File: config.mk
export PLATFORM = sky130hd
export DESIGN_NAME = slip_pipe_adder_flat
export DESIGN_NICKNAME = d
export VERILOG_FILES = /design/src/rtl/slip_add_pkg.sv /design/src/rtl/slip_pipe_adder_if.sv /design/src/rtl/slip_add_slice4.sv /design/src/rtl/slip_pipe_adder.sv /design/src/flat_wrapper.sv
export SDC_FILE = /design/constraint.sdc
export NUM_CORES = 1
export LEC_CHECK = 0
export ABC_AREA = 1
export CAP_MARGIN = 10
export CORE_ASPECT_RATIO = 1.5
export CORE_UTILIZATION = 56
export DETAILED_ROUTE_END_ITERATION = 10
export GPL_TIMING_DRIVEN = 0
export PLACE_DENSITY = 0.79
export SLEW_MARGIN = 20
export SYNTH_ARGS = -nofsm -noshare
export SYNTH_HDL_FRONTEND = slang
export SYNTH_SLANG_ARGS = --single-unit
File: constraint.sdc
create_clock -name MasterClock -period 5.6 [get_ports MasterClock]
set_clock_uncertainty 0.15 [all_clocks]
set_input_delay 1.4 -clock MasterClock [delete_from_list [all_inputs] [get_ports MasterClock]]
set_output_delay 1.4 -clock MasterClock [all_outputs]
set_load 0.01 [all_outputs]
File: src/rtl/slip_add_pkg.sv
// Shared types and constants for the sliced add/sub/accumulate unit.
package slip_add_pkg;

   typedef enum logic [1:0] {
      ADD_OP = 2'b00,
      SUB_OP = 2'b01,
      ACC_OP = 2'b10,
      RSV_OP = 2'b11
   } add_mode_t;

   localparam int SLICE_W = 4;

endpackage

File: src/rtl/slip_pipe_adder_if.sv
// Operand/result handshake bundle between a producer and the sliced adder.
interface slip_pipe_adder_if
   import slip_add_pkg::*;
#(
   parameter int WIDTH = 16
) ();

   logic             in_valid;
   logic             in_ready;
   add_mode_t        in_mode;
   logic [WIDTH-1:0] in_a;
   logic [WIDTH-1:0] in_b;
   logic             in_ci;
   logic             acc_clr;
   logic             out_valid;
   logic             out_ready;
   logic [WIDTH-1:0] out_q;
   logic             out_co;
   logic             out_ov;

   modport master (
      output in_valid, in_mode, in_a, in_b, in_ci, acc_clr, out_ready,
      input  in_ready, out_valid, out_q, out_co, out_ov
   );

   modport slave (
      input  in_valid, in_mode, in_a, in_b, in_ci, acc_clr, out_ready,
      output in_ready, out_valid, out_q, out_co, out_ov
   );

endinterface

File: src/rtl/slip_add_slice4.sv
// Combinational 4-bit adder slice with carry-out and the carry into bit 3 for overflow.
module slip_add_slice4 (
   input  logic [3:0] a,
   input  logic [3:0] b,
   input  logic       ci,
   output logic [3:0] q,
   output logic       co,
   output logic       c3
);

   logic [4:0] sum;
   logic [3:0] low;

   assign low = {1'b0, a[2:0]} + {1'b0, b[2:0]} + {3'b000, ci};
   assign sum = {1'b0, a} + {1'b0, b} + {4'b0000, ci};
   assign q   = sum[3:0];
   assign co  = sum[4];
   assign c3  = low[3];

endmodule

File: src/rtl/slip_pipe_adder.sv
// WIDTH-bit add/sub/accumulate built from 4-bit slices, optionally one register per slice,
// with valid/ready flow control and a single-beat accumulator interlock.
module slip_pipe_adder
   import slip_add_pkg::*;
#(
   parameter int WIDTH = 16,
   parameter int SLICE = SLICE_W,
   parameter int PIPE  = 1
) (
   input logic                MasterClock,
   input logic                nReset,
   slip_pipe_adder_if.slave   bus
);

   localparam int NS = WIDTH / SLICE;

   logic             en;
   logic             in_fire;
   logic             is_acc;
   logic             is_sub;
   logic [WIDTH-1:0] opa;
   logic [WIDTH-1:0] opb;
   logic             ci_eff;

   logic [WIDTH-1:0] acc;
   logic             acc_busy;
   logic             retire_acc;

   logic             out_valid_r;
   logic [WIDTH-1:0] out_q_r;
   logic             out_co_r;
   logic             out_ov_r;

   logic [NS-1:0]    slice_c3;
   logic             v_last;
   logic             acc_last;
   logic             co_last;
   logic             ov_last;
   logic [WIDTH-1:0] q_last;

   assign en            = ~out_valid_r | bus.out_ready;
   assign bus.in_ready  = en & ~acc_busy & nReset;
   assign in_fire       = bus.in_valid & bus.in_ready;

   // Reserved mode falls through as ADD.
   assign is_acc = (bus.in_mode == ACC_OP);
   assign is_sub = (bus.in_mode == SUB_OP);
   assign opa    = is_acc ? acc : bus.in_a;
   assign opb    = is_sub ? ~bus.in_b : bus.in_b;
   assign ci_eff = is_sub ? ~bus.in_ci : bus.in_ci;

   // Stage k adds slice k; W = operand bits still pending, L = result bits already done.
   for (genvar k = 0; k < NS; k++) begin : g_st
      localparam int W = WIDTH - k*SLICE;
      localparam int L = k*SLICE;

      logic [W-1:0]       a_i;
      logic [W-1:0]       b_i;
      logic               c_i;
      logic               v_i;
      logic               acc_i;
      logic [SLICE-1:0]   sq;
      logic               co;
      logic [L+SLICE-1:0] lo_o;

      slip_add_slice4 u_slice (
         .a  (a_i[SLICE-1:0]),
         .b  (b_i[SLICE-1:0]),
         .ci (c_i),
         .q  (sq),
         .co (co),
         .c3 (slice_c3[k])
      );

      if (k == 0) begin : g_head
         assign a_i   = opa;
         assign b_i   = opb;
         assign c_i   = ci_eff;
         assign v_i   = in_fire;
         assign acc_i = is_acc;
         assign lo_o  = sq;
      end else if (PIPE != 0) begin : g_reg
         logic [W-1:0] r_a;
         logic [W-1:0] r_b;
         logic [L-1:0] r_lo;
         logic         r_c;
         logic         r_v;
         logic         r_acc;

         always_ff @(posedge MasterClock or negedge nReset) begin
            if (!nReset) begin
               r_a   <= '0;
               r_b   <= '0;
               r_lo  <= '0;
               r_c   <= 1'b0;
               r_v   <= 1'b0;
               r_acc <= 1'b0;
            end else if (en) begin
               r_a   <= g_st[k-1].a_i[W+SLICE-1:SLICE];
               r_b   <= g_st[k-1].b_i[W+SLICE-1:SLICE];
               r_lo  <= g_st[k-1].lo_o;
               r_c   <= g_st[k-1].co;
               r_v   <= g_st[k-1].v_i;
               r_acc <= g_st[k-1].acc_i;
            end
         end

         assign a_i   = r_a;
         assign b_i   = r_b;
         assign c_i   = r_c;
         assign v_i   = r_v;
         assign acc_i = r_acc;
         assign lo_o  = {sq, r_lo};
      end else begin : g_comb
         assign a_i   = g_st[k-1].a_i[W+SLICE-1:SLICE];
         assign b_i   = g_st[k-1].b_i[W+SLICE-1:SLICE];
         assign c_i   = g_st[k-1].co;
         assign v_i   = g_st[k-1].v_i;
         assign acc_i = g_st[k-1].acc_i;
         assign lo_o  = {sq, g_st[k-1].lo_o};
      end
   end

   assign v_last   = g_st[NS-1].v_i;
   assign acc_last = g_st[NS-1].acc_i;
   assign co_last  = g_st[NS-1].co;
   assign q_last   = g_st[NS-1].lo_o;
   assign ov_last  = slice_c3[NS-1] ^ co_last;

   // Only the MSB slice's bit-3 carry feeds overflow; lower taps are left unread.
   logic unused_c3;
   assign unused_c3 = ^slice_c3;

   assign retire_acc = en & v_last & acc_last;

   always_ff @(posedge MasterClock or negedge nReset) begin
      if (!nReset) begin
         out_valid_r <= 1'b0;
         out_q_r     <= '0;
         out_co_r    <= 1'b0;
         out_ov_r    <= 1'b0;
      end else if (en) begin
         out_valid_r <= v_last;
         if (v_last) begin
            out_q_r  <= q_last;
            out_co_r <= co_last;
            out_ov_r <= ov_last;
         end
      end
   end

   // Clear beats retirement; retirement beats a new ACC so unpipelined ACC never locks.
   always_ff @(posedge MasterClock or negedge nReset) begin
      if (!nReset) begin
         acc      <= '0;
         acc_busy <= 1'b0;
      end else begin
         if (bus.acc_clr) begin
            acc <= '0;
         end else if (retire_acc) begin
            acc <= q_last;
         end
         if (retire_acc) begin
            acc_busy <= 1'b0;
         end else if (in_fire && is_acc) begin
            acc_busy <= 1'b1;
         end
      end
   end

   assign bus.out_valid = out_valid_r;
   assign bus.out_q     = out_q_r;
   assign bus.out_co    = out_co_r;
   assign bus.out_ov    = out_ov_r;

endmodule
File: src/flat_wrapper.sv
// flat-port wrapper written by rule: the top's interface ports become plain ports
module slip_pipe_adder_flat import slip_add_pkg::*;
#(
   parameter int WIDTH = 16,
   parameter int SLICE = SLICE_W,
   parameter int PIPE  = 1
)
  (MasterClock, nReset, bus_in_valid, bus_in_mode, bus_in_a, bus_in_b, bus_in_ci, bus_acc_clr, bus_out_ready, bus_in_ready, bus_out_valid, bus_out_q, bus_out_co, bus_out_ov);
  slip_pipe_adder_if #(.WIDTH(WIDTH)) bus_i ();
  input logic MasterClock;
  input logic nReset;
  input wire logic [$bits(bus_i.in_valid)-1:0] bus_in_valid;
  input wire logic [$bits(bus_i.in_mode)-1:0] bus_in_mode;
  input wire logic [$bits(bus_i.in_a)-1:0] bus_in_a;
  input wire logic [$bits(bus_i.in_b)-1:0] bus_in_b;
  input wire logic [$bits(bus_i.in_ci)-1:0] bus_in_ci;
  input wire logic [$bits(bus_i.acc_clr)-1:0] bus_acc_clr;
  input wire logic [$bits(bus_i.out_ready)-1:0] bus_out_ready;
  output wire logic [$bits(bus_i.in_ready)-1:0] bus_in_ready;
  output wire logic [$bits(bus_i.out_valid)-1:0] bus_out_valid;
  output wire logic [$bits(bus_i.out_q)-1:0] bus_out_q;
  output wire logic [$bits(bus_i.out_co)-1:0] bus_out_co;
  output wire logic [$bits(bus_i.out_ov)-1:0] bus_out_ov;
  assign bus_i.in_valid = bus_in_valid;
  assign bus_i.in_mode = bus_in_mode;
  assign bus_i.in_a = bus_in_a;
  assign bus_i.in_b = bus_in_b;
  assign bus_i.in_ci = bus_in_ci;
  assign bus_i.acc_clr = bus_acc_clr;
  assign bus_i.out_ready = bus_out_ready;
  assign bus_in_ready = bus_i.in_ready;
  assign bus_out_valid = bus_i.out_valid;
  assign bus_out_q = bus_i.out_q;
  assign bus_out_co = bus_i.out_co;
  assign bus_out_ov = bus_i.out_ov;
  slip_pipe_adder #(.WIDTH(WIDTH), .SLICE(SLICE), .PIPE(PIPE)) u_core (.MasterClock(MasterClock), .nReset(nReset), .bus(bus_i));
endmodule
==> impl_metrics.ini <==
[run_status]
status = finished clean

[critical_path]
cp.required_ps = 4050
crit_arrival_ps = 3060
slowest_stage = clkdlybuf4s50_1
path_delay_family = buffers and inverters
crit_type = in2out
crit_buf_inv = 4
startpoint_type = input port
path_cells = buf_6 > buf_16 > inv_1 > nor3_2 > clkdlybuf4s50_1
path_max_fanout = 73
cp_slowest_stage_delay_ps = 570
crit_path_end_kind = output pin

[floorplanning]
rows = 43
ios = 60
die_w_um = 81.8
coreArea_mm2 = 0.00925
initial_core_util = 0.577
fp.dieH_um = 122
die_area_mm2 = 0.00994

[cells_and_area]
multi_input_area_mm2 = 0.00200
seq_area_mm2 = 0.00293
syn_to_final_growth_pct = 25.8
fin_nets = 721
fill_cells = 658
n_antenna_cell = 0
drive_gt1_frac = 0.0994
final_util = 0.726

[drt]
vias = 4305
drc = 0
drt-total-wl_um = 12600
dr.pass1.iters = 5
via_per_inst = 5.48
drtIter0Drc = 255
postRouteAntennaNets = 0
wl_per_cell_um = 16.0

[yosys]
synth-edff-count = 0
syn-cell-area_mm2 = 0.00534
syn_nets = 642
synth-seq-area-share = 0.548
synthTopCellsByArea = dfrtp_1 (55%), nand2_1 (13%), o21ai_0 (6.5%), inv_1 (4.5%), fa_1 (3.0%)
yosysTopAreaCellShare = 0.548
synthCells = 582
synth.most_common_cell = nand2_1
synth_common_cells = nand2_1 (181), dfrtp_1 (117), o21ai_0 (69)
synth.distinct_cells = 30
synth-seq-cells = 117
syn-mean-instance-area_um2 = 9.18
synthArstFlopShare = 1.00
yosysWarningCount = 0
synth_top_area_cell = dfrtp_1
ys.flop_type = dfrtp_1

[power]
pwr-share-seq = 0.373
p_switching_mw = 1.19
peakVddDrop_v = 0.000347
finalPower_mw = 3.58
leakage_nw = 3.26
netSwitchingFraction = 0.333
powerDensity_mw_per_mm2 = 532
p_comb_frac = 0.315
p_int_mw = 2.38
p_clk_frac = 0.312

[timing]
fin_crit_ps = 4610
slew_headroom = 0.579
timing.final.hold_violations = 0
worst_pin_slew_ps = 632
fin_crit_sh = 0.822
rsz0062_at_grt = no
drv_slew = 0
fmax_ghz = 0.217
setup_viol = 0
hold_ws_ps = 317

[clock_network]
clk_pin_slew_ps = 50
cts_sinks = 117
cts_buffers = 17
ctsHoldBuffers = 0
clk-insertion-delay-late_ps = 420
cts_tree = yes
root_buffer = clkbuf_16
htree_num_levels = 4
clockBufferDepth = 2
cts_resized = 0
post_cts_buffers = 0

[place]
portBuffers = 59
gp_congestion = 0.868
hpwl_um = 8950

[grt]
grt_pass1_vias = 4202
grt_pass1_wl_um = 20700
grt-ovfl-total = 0
grt_usage = 0.287
antenna_found_initial = 0
grt_max_degree = 74

[job]
cap_violations = 0

[worst_hold_path]
min_path_type = reg2reg
[worst paths after layout]
| kind | from | endpoint | slack, ps | cells after the start |
|---|---|---|---|---|
| min in group asynchronous | nReset | u_core.g_st[2].a_i[2]$_DFFE_PN0N_ | 750 | 1 |
| max | nReset | bus_in_ready | 990 | 5 |
| max in group asynchronous | nReset | u_core.bus.out_q[2]$_DFFE_PN0P_ | 3860 | 2 |
| max reg2reg | u_core.g_st[2].c_i$_DFFE_PN0N_ | u_core.g_st[3].g_reg.r_lo[10]$_DFFE_PN0N_ | 3590 | 4 |
| min | u_core.bus.out_q[12]$_DFFE_PN0P_ | u_core.bus.out_q[12]$_DFFE_PN0P_ | 320 | 2 |
| min reg2reg | u_core.bus.out_q[12]$_DFFE_PN0P_ | u_core.bus.out_q[12]$_DFFE_PN0P_ | 320 | 2 |
[metal layers]
layer,global-route usage,up-vias,share of wire
met4,0.121,0,0.026
met3,0.0742,27,0.063
met1,0.349,2106,0.39
met2,0.476,170,0.52
met5,0,-,0
li1,-,2002,-
[through the flow]
step | TNS (ps) | instances | setup WS (ps) | area (um^2)
after floorplan | 0 | 582 | 2120 | 5340
after global placement | -159190 | 753 | -2820 | 6070
after detailed placement | 0 | 754 | 954 | 6100
after CTS | 0 | 786 | 933 | 6720
after global routing | 0 | 786 | 825 | 6720
final | 0 | 786 | 994 | 6720
[layout make-up]
cell class / count / share of cell area
plain buffers: 26 / 0.0248
clock buffers: 23 / 0.0741
clock inverters: 9 / 0.0182
inverters: 66 / 0.0369
multi-input cells: 373 / 0.298
flip-flops and latches: 117 / 0.436
well taps: 112 / 0.0208
repair buffers: 60 / 0.0921
[state kept, by name (all words and copies together), names as in the netlist]
name	cells
u_core.g_st.c_i	3
u_core.g_st.g_reg.r_v	3
u_core.g_st.g_reg.r_lo	24
u_core.g_st.acc_i	2
u_core.acc	16
u_core.g_st.b_i	24
u_core.acc_busy	1
u_core.g_st.a_i	24
u_core.bus.out_valid	1
u_core.bus.out_ov	1
u_core.bus.out_q	16
u_core.acc_last	1
u_core.bus.out_co	1
[placed cells by master (no fill, tap or decap), types with 3 or more instances in the layout]
cell type / count
bufinv_16: 3
fa_1: 8
clkbuf_8: 5
nand3b_1: 3
nand3_1: 12
a21oi_1: 6
clkdlybuf4s50_1: 58
o211ai_1: 8
inv_1: 64
clkbuf_1: 10
buf_2: 7
ha_1: 12
clkbuf_16: 17
nor2_1: 17
o21ai_2: 8
nand2_1: 181
dfrtp_1: 117
a31oi_1: 4
o21ai_0: 69
xnor2_1: 8
buf_4: 5
xor2_1: 11
clkinv_2: 5
o21ai_1: 16
buf_6: 5
[cells by family after synthesis]
kind of cell	after synthesis	share of synthesized area
XOR/XNOR	19	0.0311
AO/OA/AOI/OAI	113	0.117
AND/OR/NAND/NOR	221	0.168
flip-flops	117	0.548
adder cells (fa/ha/maj)	20	0.0581
buffers and inverters	92	0.0775
[worst reg2reg max path, stage by stage, from the launching register on]
cell and delay (ps):
dfrtp_1 430, fa_1 480, fa_1 390, o21ai_0 280, o21ai_0 150
[power groups by stage]
| stage | Combinational, mW | Sequential, mW | Clock [mW] |
|---|---|---|---|
| final | 1.13 | 1.33 | 1.12 |
| after global routing | 1.27 | 1.37 | 1.16 |
| after CTS | 1.13 | 1.33 | 1.12 |
| after detailed placement | 1.11 | 1.34 | 0 |
| after global placement | 1.06 | 1.32 | 0 |
| after floorplan | 0.697 | 1.33 | 0 |
Note: power is estimated with default switching activity, not from simulation.
